<file path="src/rtl/hex_result_uart_tx.sv">
// Prints a 16-bit result as four hex digits plus CR/LF over an 8N1 UART,
// or "OVF!" plus CR/LF when the result overflowed.
module hex_result_uart_tx #(
  parameter int CLOCK_FREQUENCY = 50_000_000,
  parameter int BAUD_RATE       = 115200
) (
  input  logic        clock,
  input  logic        reset,
  input  logic        start,
  input  logic [15:0] data,
  input  logic        overflow,
  output logic        tx,
  output logic        busy,
  output logic        done
);

  localparam int CYCLES_PER_BIT = CLOCK_FREQUENCY / BAUD_RATE;
  localparam int CNT_W =
    (CYCLES_PER_BIT > 1) ? $clog2(CYCLES_PER_BIT) : 1;
  localparam logic [CNT_W-1:0] CNT_LAST =
    CNT_W'(CYCLES_PER_BIT - 1);

  typedef enum logic [1:0] {
    IDLE,
    START_BIT,
    DATA_BITS,
    STOP_BIT
  } state_t;

  state_t           state_q, state_d;
  logic [CNT_W-1:0] cnt_q, cnt_d;
  logic [2:0]       bit_q, bit_d;
  logic [2:0]       chr_q, chr_d;
  logic [15:0]      msg_q, msg_d;
  logic             ovf_q, ovf_d;
  logic             tx_q, tx_d;
  logic             done_q, done_d;
  logic [7:0]       cur_char;
  logic             bit_tick;

  function automatic logic [7:0] hex_ascii(input logic [3:0] n);
    return (n < 4'd10) ? (8'h30 + {4'h0, n})
                       : (8'h37 + {4'h0, n});
  endfunction

  // Character for the current slot, taken from the captured message.
  always_comb begin
    cur_char = 8'h0A;
    unique case (chr_q)
      3'd0: cur_char = ovf_q ? 8'h4F : hex_ascii(msg_q[15:12]);
      3'd1: cur_char = ovf_q ? 8'h56 : hex_ascii(msg_q[11:8]);
      3'd2: cur_char = ovf_q ? 8'h46 : hex_ascii(msg_q[7:4]);
      3'd3: cur_char = ovf_q ? 8'h21 : hex_ascii(msg_q[3:0]);
      3'd4: cur_char = 8'h0D;
      default: cur_char = 8'h0A;
    endcase
  end

  assign bit_tick = (cnt_q == CNT_LAST);

  always_comb begin
    state_d = state_q;
    cnt_d   = cnt_q;
    bit_d   = bit_q;
    chr_d   = chr_q;
    msg_d   = msg_q;
    ovf_d   = ovf_q;
    tx_d    = tx_q;
    done_d  = 1'b0;
    unique case (state_q)
      IDLE: begin
        tx_d = 1'b1;
        if (start) begin
          state_d = START_BIT;
          tx_d    = 1'b0;
          cnt_d   = '0;
          bit_d   = 3'd0;
          chr_d   = 3'd0;
          msg_d   = data;
          ovf_d   = overflow;
        end
      end
      START_BIT: begin
        if (bit_tick) begin
          state_d = DATA_BITS;
          cnt_d   = '0;
          bit_d   = 3'd0;
          tx_d    = cur_char[0];
        end else begin
          cnt_d = cnt_q + CNT_W'(1);
        end
      end
      DATA_BITS: begin
        if (bit_tick) begin
          cnt_d = '0;
          if (bit_q == 3'd7) begin
            state_d = STOP_BIT;
            tx_d    = 1'b1;
          end else begin
            bit_d = bit_q + 3'd1;
            tx_d  = cur_char[bit_q + 3'd1];
          end
        end else begin
          cnt_d = cnt_q + CNT_W'(1);
        end
      end
      STOP_BIT: begin
        if (bit_tick) begin
          cnt_d = '0;
          if (chr_q == 3'd5) begin
            state_d = IDLE;
            chr_d   = 3'd0;
            tx_d    = 1'b1;
            done_d  = 1'b1;
          end else begin
            // Next start bit follows the stop bit with no idle gap.
            state_d = START_BIT;
            chr_d   = chr_q + 3'd1;
            tx_d    = 1'b0;
          end
        end else begin
          cnt_d = cnt_q + CNT_W'(1);
        end
      end
      default: begin
        state_d = IDLE;
        tx_d    = 1'b1;
      end
    endcase
  end

  always_ff @(posedge clock) begin
    if (reset) begin
      state_q <= IDLE;
      cnt_q   <= '0;
      bit_q   <= 3'd0;
      chr_q   <= 3'd0;
      msg_q   <= 16'h0000;
      ovf_q   <= 1'b0;
      tx_q    <= 1'b1;
      done_q  <= 1'b0;
    end else begin
      state_q <= state_d;
      cnt_q   <= cnt_d;
      bit_q   <= bit_d;
      chr_q   <= chr_d;
      msg_q   <= msg_d;
      ovf_q   <= ovf_d;
      tx_q    <= tx_d;
      done_q  <= done_d;
    end
  end

  assign tx   = tx_q;
  assign busy = (state_q != IDLE);
  assign done = done_q;

endmodule

</file>
<file path="config.mk">
export PLATFORM = sky130hd
export DESIGN_NAME = hex_result_uart_tx
export DESIGN_NICKNAME = d
export VERILOG_FILES = /design/src/rtl/hex_result_uart_tx.sv
export SDC_FILE = /design/constraint.sdc
export NUM_CORES = 1
export LEC_CHECK = 0
export CAP_MARGIN = 10
export CORE_UTILIZATION = 56
export DETAILED_ROUTE_END_ITERATION = 7
export PLACE_DENSITY = 0.79
export SYNTH_ARGS = -nofsm -noshare
export SYNTH_HDL_FRONTEND = slang
export SYNTH_SLANG_ARGS = --single-unit
export TNS_END_PERCENT = 10
</file>
<file path="constraint.sdc">
create_clock -name clock -period 2.4 [get_ports clock]
set_clock_uncertainty 0.1 [all_clocks]
set_input_delay 0.48 -clock clock [delete_from_list [all_inputs] [get_ports clock]]
set_output_delay 0.48 -clock clock [all_outputs]
set_load 0.01 [all_outputs]
</file>
==> results of run 1 <==
==> metal layers <==
layer,GRT usage,vias to the layer above,part of all wire
li1,-,1152,-
met5,0,-,0
met4,0.106,0,0.017
met2,0.434,45,0.47
met3,0.0548,10,0.046
met1,0.327,1010,0.47
==> worst max-delay path, delay by kind of cell, from the launching register on <==
kind | cells | cell delay [ns]
fa+ha+maj | 1 | 0.30
flops | 1 | 0.40
buf+inv | 3 | 0.74
==> cell type report <==
cell class / instances / area (um2)
Clock buffer: 6 / 82.6
Clock inverter: 2 / 10.0
Fill cell: 355 / 1300
Inverter: 18 / 67.6
Multi-Input combinational cell: 251 / 1480
Sequential cell: 36 / 721
Tap cell: 50 / 62.6
Timing Repair Buffer: 29 / 273
==> worst max path at each step <==
stage	start	end	slack (ns)	cells after the start
4_1_cts	state_q[0]$_SDFFE_PP0P_	busy	0.08	4
5_1_grt	state_q[0]$_SDFFE_PP0P_	busy	0.01	4
6_report	state_q[0]$_SDFFE_PP0P_	busy	0.1	4
3_5_place_dp	start	cnt_q[1]$_SDFFE_PP0P_	0.29	6
3_3_place_gp	start	cnt_q[1]$_SDFFE_PP0P_	0.34	6
2_1_floorplan	state_q[0]$_SDFFE_PP0P_	cnt_q[6]$_SDFFE_PP0P_	0.41	10
==> synthesized netlist by cell type (all sizes together) (2+ instances only) <==
library cell / number / area share
and2: 5 / 0.015
nor3b: 2 / 0.0064
or3: 2 / 0.0054
nand3: 11 / 0.024
nand2b: 2 / 0.0054
and4b: 3 / 0.013
a21oi: 38 / 0.082
nor2b: 5 / 0.013
nor3: 3 / 0.0064
o22ai: 2 / 0.0054
xor2: 5 / 0.019
inv: 18 / 0.029
a211oi: 3 / 0.0097
nand2: 64 / 0.10
a31oi: 4 / 0.011
nand4b: 3 / 0.011
o31ai: 2 / 0.0064
mux2i: 2 / 0.0086
o31a: 2 / 0.0075
nor2: 25 / 0.040
o21bai: 2 / 0.0064
nand4: 5 / 0.013
clkbuf: 15 / 0.025
dfxtp: 36 / 0.31
ha: 14 / 0.075
o221ai: 2 / 0.0075
a21boi: 2 / 0.0064
nand3b: 2 / 0.0064
o21ai: 19 / 0.041
o2111ai: 2 / 0.0075
xnor2: 7 / 0.026
==> registers in the layout, summed over array words and instances, names as in the netlist <==
signal	cells
cnt_q	9
chr_q	3
tx	1
done	1
state_q	2
msg_q	16
bit_q	3
ovf_q	1
==> cells by family after synthesis <==
| group | after synthesis | synth area share |
|---|---|---|
| AND/OR/NAND/NOR | 138 | 0.289 |
| AO/OA/AOI/OAI | 84 | 0.213 |
| flip-flops | 36 | 0.310 |
| buffers and inverters | 33 | 0.0543 |
| adder cells (fa/ha/maj) | 14 | 0.0753 |
| XOR/XNOR | 12 | 0.0452 |
| multiplexers | 3 | 0.0134 |
==> power breakdown <==
part | leakage, uW | total [uW] | internal [uW] | switching [uW]
logic | 0.000639 | 905 | 381 | 524
registers | 0.000294 | 808 | 689 | 119
clock network | 0.0000510 | 445 | 229 | 216
total | 0.000983 | 2160 | 1300 | 859
==> stage by stage <==
step | hold WS [ns] | instances | cell area [um2] | total power [uW]
final | 0.357 | 392 | 2700 | 2160
after global routing | 0.399 | 392 | 2700 | 2330
after CTS | 0.359 | 392 | 2700 | 2160
after detailed placement | 0.348 | 384 | 2600 | 1710
after global placement | 0.346 | 384 | 2600 | 1690
after floorplan | 0.336 | 320 | 2330 | 1450
==> flow_summary.toml, run 1 <==
[outcome]
status = "completed"

[final_layout]
area_growth_pct = 15.9
fin_util = 0.674
drive_above_1_share = 0.0585
layout.nets = 375
layout_commonest_cell = "nand2_1"
antenna_cells = 0
final_cell_mix = "nand2_1 (64), a21oi_1 (38), dfxtp_1 (36), nor2_1 (25), clkdlybuf4s50_1 (22)"

[cts]
clk_path_buf_depth = 2
hold_buffers = 0
clkLatencyLatePin_ns = 0.29
cts_buffers = 5
cts.sinks = 36
cts_resized = 0
ctsHtreeMaxLevel = 2
cts_tree = "built"
root_buffer = "clkbuf_8"
clk_pin_slew_ns = 0.07
cts_setup_buffers = 0

[synth]
synth_cell_type_count = 49
synth-edff-count = 0
ys.flop_type = "dfxtp_1"
syn_area_um2 = 2330
yosysSeqAreaShare = 0.310
syn_inst = 320
async_flop_share = 0
yosys_warnings = 0
syn-num-nets = 354
ys_ff_latch = 36
syn_avg_cell_area_um2 = 7.27

[setup_path]
required_ns = 1.82
r2r_slack_ns = 0.26
cp.arrival_ns = 1.72
regToRegStartpoint = "chr_q[2]$_SDFFE_PP0P_"
crit_type = "register to output port"
cpMostUsedCell = "inv_1"
slowest_stage = "clkdlybuf4s50_1"
cp_max_fo = 8
worstPathCellList = "inv_1, ha_1, inv_1, clkdlybuf4s50_1"
worstRegToRegCells = 7
end_kind = "output port"
critPathLaunchType = "register"
max_stage_delay_ns = 0.53
timing.rr.end = "tx$_SDFFE_PP1P_"

[timing]
timing.fmax_mhz = 434
rsz0062_at_grt = "false"
worst_pin_slew_ns = 0.651
setup_slack_ns = 0.0963
slew_viol_final = 0
fin_setup_tns_ns = 0
setup_viol = 0
fin_crit_sh = 0.960
maxSlewHeadroom = 0.565
hold_viol = 0
min_period_ns = 2.30

[routing]
final_antenna_net_count = 0
drt-initial-drc-count = 109
vias = 2217
drc_errors = 0
viasPerCell = 5.66
wl_um = 5240
first_pass_iters = 4
avgRoutedWirePerCell_um = 13.4

[floorplanning]
die_y_um = 66.5
start_util = 0.582
rows = 23
die-area_um2 = 4420
coreArea_um2 = 4000
die_width_um = 66.5
ios = 23

[hold_path]
worst_hold_path.endpoint = "msg_q[4]$_SDFFE_PP0P_"
hold_path_class = "register to register"
min-delay-start = "msg_q[4]$_SDFFE_PP0P_"
worstHoldPathCells = 2

[global_route]
grt_max_degree = 19
grtUsageTotal = 0.262
grt_pass1_wl_um = 8800
grt_overflow = 0
antenna_found_initial = 0
grt_pass1_vias = 2017

[placed_design]
pre_cts_slack_ns = 0.293
port_buffers = 22
globalplace.congestion = 0.928
place_hpwl_um = 3900

[pwr]
ir_drop_v = 0.000419
p_per_area_nw_per_um2 = 800
leakagePower_uw = 0.000983

[flow_run]
cap_violations = 0
No activity file was read; power rests on OpenSTA's default activity.
==> inputs of run 2 (changes only) <==
Settings changed: CTS_BUF_LIST from default to sky130_fd_sc_hd__clkbuf_4.
==> flow_summary.toml, run 2 (synthesized netlist as in run 1, its figures left out) <==
[setup_path]
path_buf_inv = 3
crit_family = "buffers and inverters"
cpMostUsedCell = "inv_1"
worstPathCellList = "inv_1, ha_2, inv_1, clkdlybuf4s50_1"
max_stage_delay_ns = 0.53
cp.arrival_ns = 1.74
cp_max_fo = 8
required_ns = 1.82
cp_num_cells = 4
critPathLaunchType = "register"
end_kind = "output port"
worstRegToRegCells = 9
slowest_stage = "clkdlybuf4s50_1"
crit_type = "register to output port"

[timing]
maxSlewHeadroom = 0.633
min_period_ns = 2.32
fin_setup_tns_ns = 0
slew_viol_final = 0
setup_viol = 0
timing.fmax_mhz = 432
fin_crit_sh = 0.965
hold_viol = 0
rsz0062_at_grt = "false"
worst_pin_slew_ns = 0.550

[routing]
first_pass_iters = 4
wl_um = 5160
viasPerCell = 5.68
avgRoutedWirePerCell_um = 13.2
drt-initial-drc-count = 131
vias = 2225
final_antenna_net_count = 0
drc_errors = 0

[final_layout]
fillers = 355
largest-register = "msg_q"
final_cell_mix = "nand2_1 (64), a21oi_1 (38), dfxtp_1 (36), nor2_1 (25), clkdlybuf4s50_1 (22)"
layout_commonest_cell = "nand2_1"
area_growth_pct = 14.2
stdcell_count = 392
multi_input_area_um2 = 1480
largest_register_ffs = 16
layout.nets = 375
regArea_um2 = 721
antenna_cells = 0
top_regs = "msg_q x16, cnt_q x9"
drive_above_1_share = 0.0585

[placed_design]
place_hpwl_um = 3900
port_buffers = 22
dp.cells = 384
globalplace.congestion = 0.928

[hold_path]
worstHoldPathCells = 2
hold_path_class = "register to register"

[cts]
ctsHtreeMaxLevel = 2
root_buffer = "clkbuf_4"
cts_setup_buffers = 0
cts_buffers = 5
cts_tree = "built"
cts.sinks = 36
clk_path_buf_depth = 2
clk_pin_slew_ns = 0.10
clkLatencyLatePin_ns = 0.36

[floorplanning]
ios = 23
die_width_um = 66.5
die_y_um = 66.5
rows = 23
die-area_um2 = 4420
start_util = 0.582
coreArea_um2 = 4000

[global_route]
grt_max_degree = 19
grt_overflow = 0
grt_pass1_wl_um = 8630
antenna_found_initial = 0
grtUsageTotal = 0.258
grt_pass1_vias = 1984

[flow_run]
cap_violations = 0

[pwr]
p_per_area_nw_per_um2 = 762
leakagePower_uw = 0.000964
ir_drop_v = 0.000493

[outcome]
status = "completed"
==> run 2: cell count changes in the layout (fill, tap and decap cells not counted) <==
cell | previous run | this run
clkinv_1 | 0 | 1
ha_1 | 14 | 13
clkbuf_4 | 0 | 5
ha_2 | 0 | 1
clkbuf_8 | 6 | 0
==> run 2: per-stage QoR <==
step	util	total power [uW]	area (um2)	setup WS, ns	hold slack, ns
finish	0.664	2020	2660	0.0834	0.362
floorplan	-	1450	2330	0.410	0.336
CTS	0.664	2030	2660	0.0715	0.363
detailed placement	0.651	1710	2600	0.293	0.348
global placement	0.651	1690	2600	0.340	0.346
global route	0.664	2190	2660	0.00679	0.406
==> run 2: per-layer routing <==
metal  up-vias  share of wire  track usage
li1       1156              -            -
met1      1008           0.46        0.327
met2        55           0.46        0.430
met3         6          0.061       0.0514
met4         0          0.015       0.0931
met5         -              0            0
==> run 2: worst paths after layout <==
| kind | startpoint | to | slack, ns |
|---|---|---|---|
| min reg2reg | msg_q[4]$_SDFFE_PP0P_ | msg_q[4]$_SDFFE_PP0P_ | 0.36 |
| min | msg_q[4]$_SDFFE_PP0P_ | msg_q[4]$_SDFFE_PP0P_ | 0.36 |
| max reg2reg | msg_q[9]$_SDFFE_PP0P_ | tx$_SDFFE_PP1P_ | 0.30 |
| max | state_q[0]$_SDFFE_PP0P_ | busy | 0.08 |
==> run 2: cell type report <==
type	count	area share
Clock buffer	5	0.0141
Clock inverter	3	0.00518
Inverter	18	0.0254
Multi-Input combinational cell	251	0.558
Sequential cell	36	0.271
Tap cell	50	0.0235
Timing Repair Buffer	29	0.103
==> run 2: report_power, final <==
group | switching, uW | leakage, uW | internal [uW] | total, uW
Sequential | 121 | 0.000294 | 688 | 809
Combinational | 519 | 0.000638 | 384 | 902
Clock | 205 | 0.0000324 | 107 | 313
Total | 845 | 0.000964 | 1180 | 2020
==> run 2: timing repair <==
action / CTS / global route
endpoints found under the setup margin: 1 / 0
gates resized for setup: 1 / 0
hold buffers: 0 / 0
==> run 2: tightest hold or removal path, stage by stage (launching register included) <==
cell and delay (ns):
dfxtp_1 0.32, nand2_1 0.05, a21oi_1 0.05
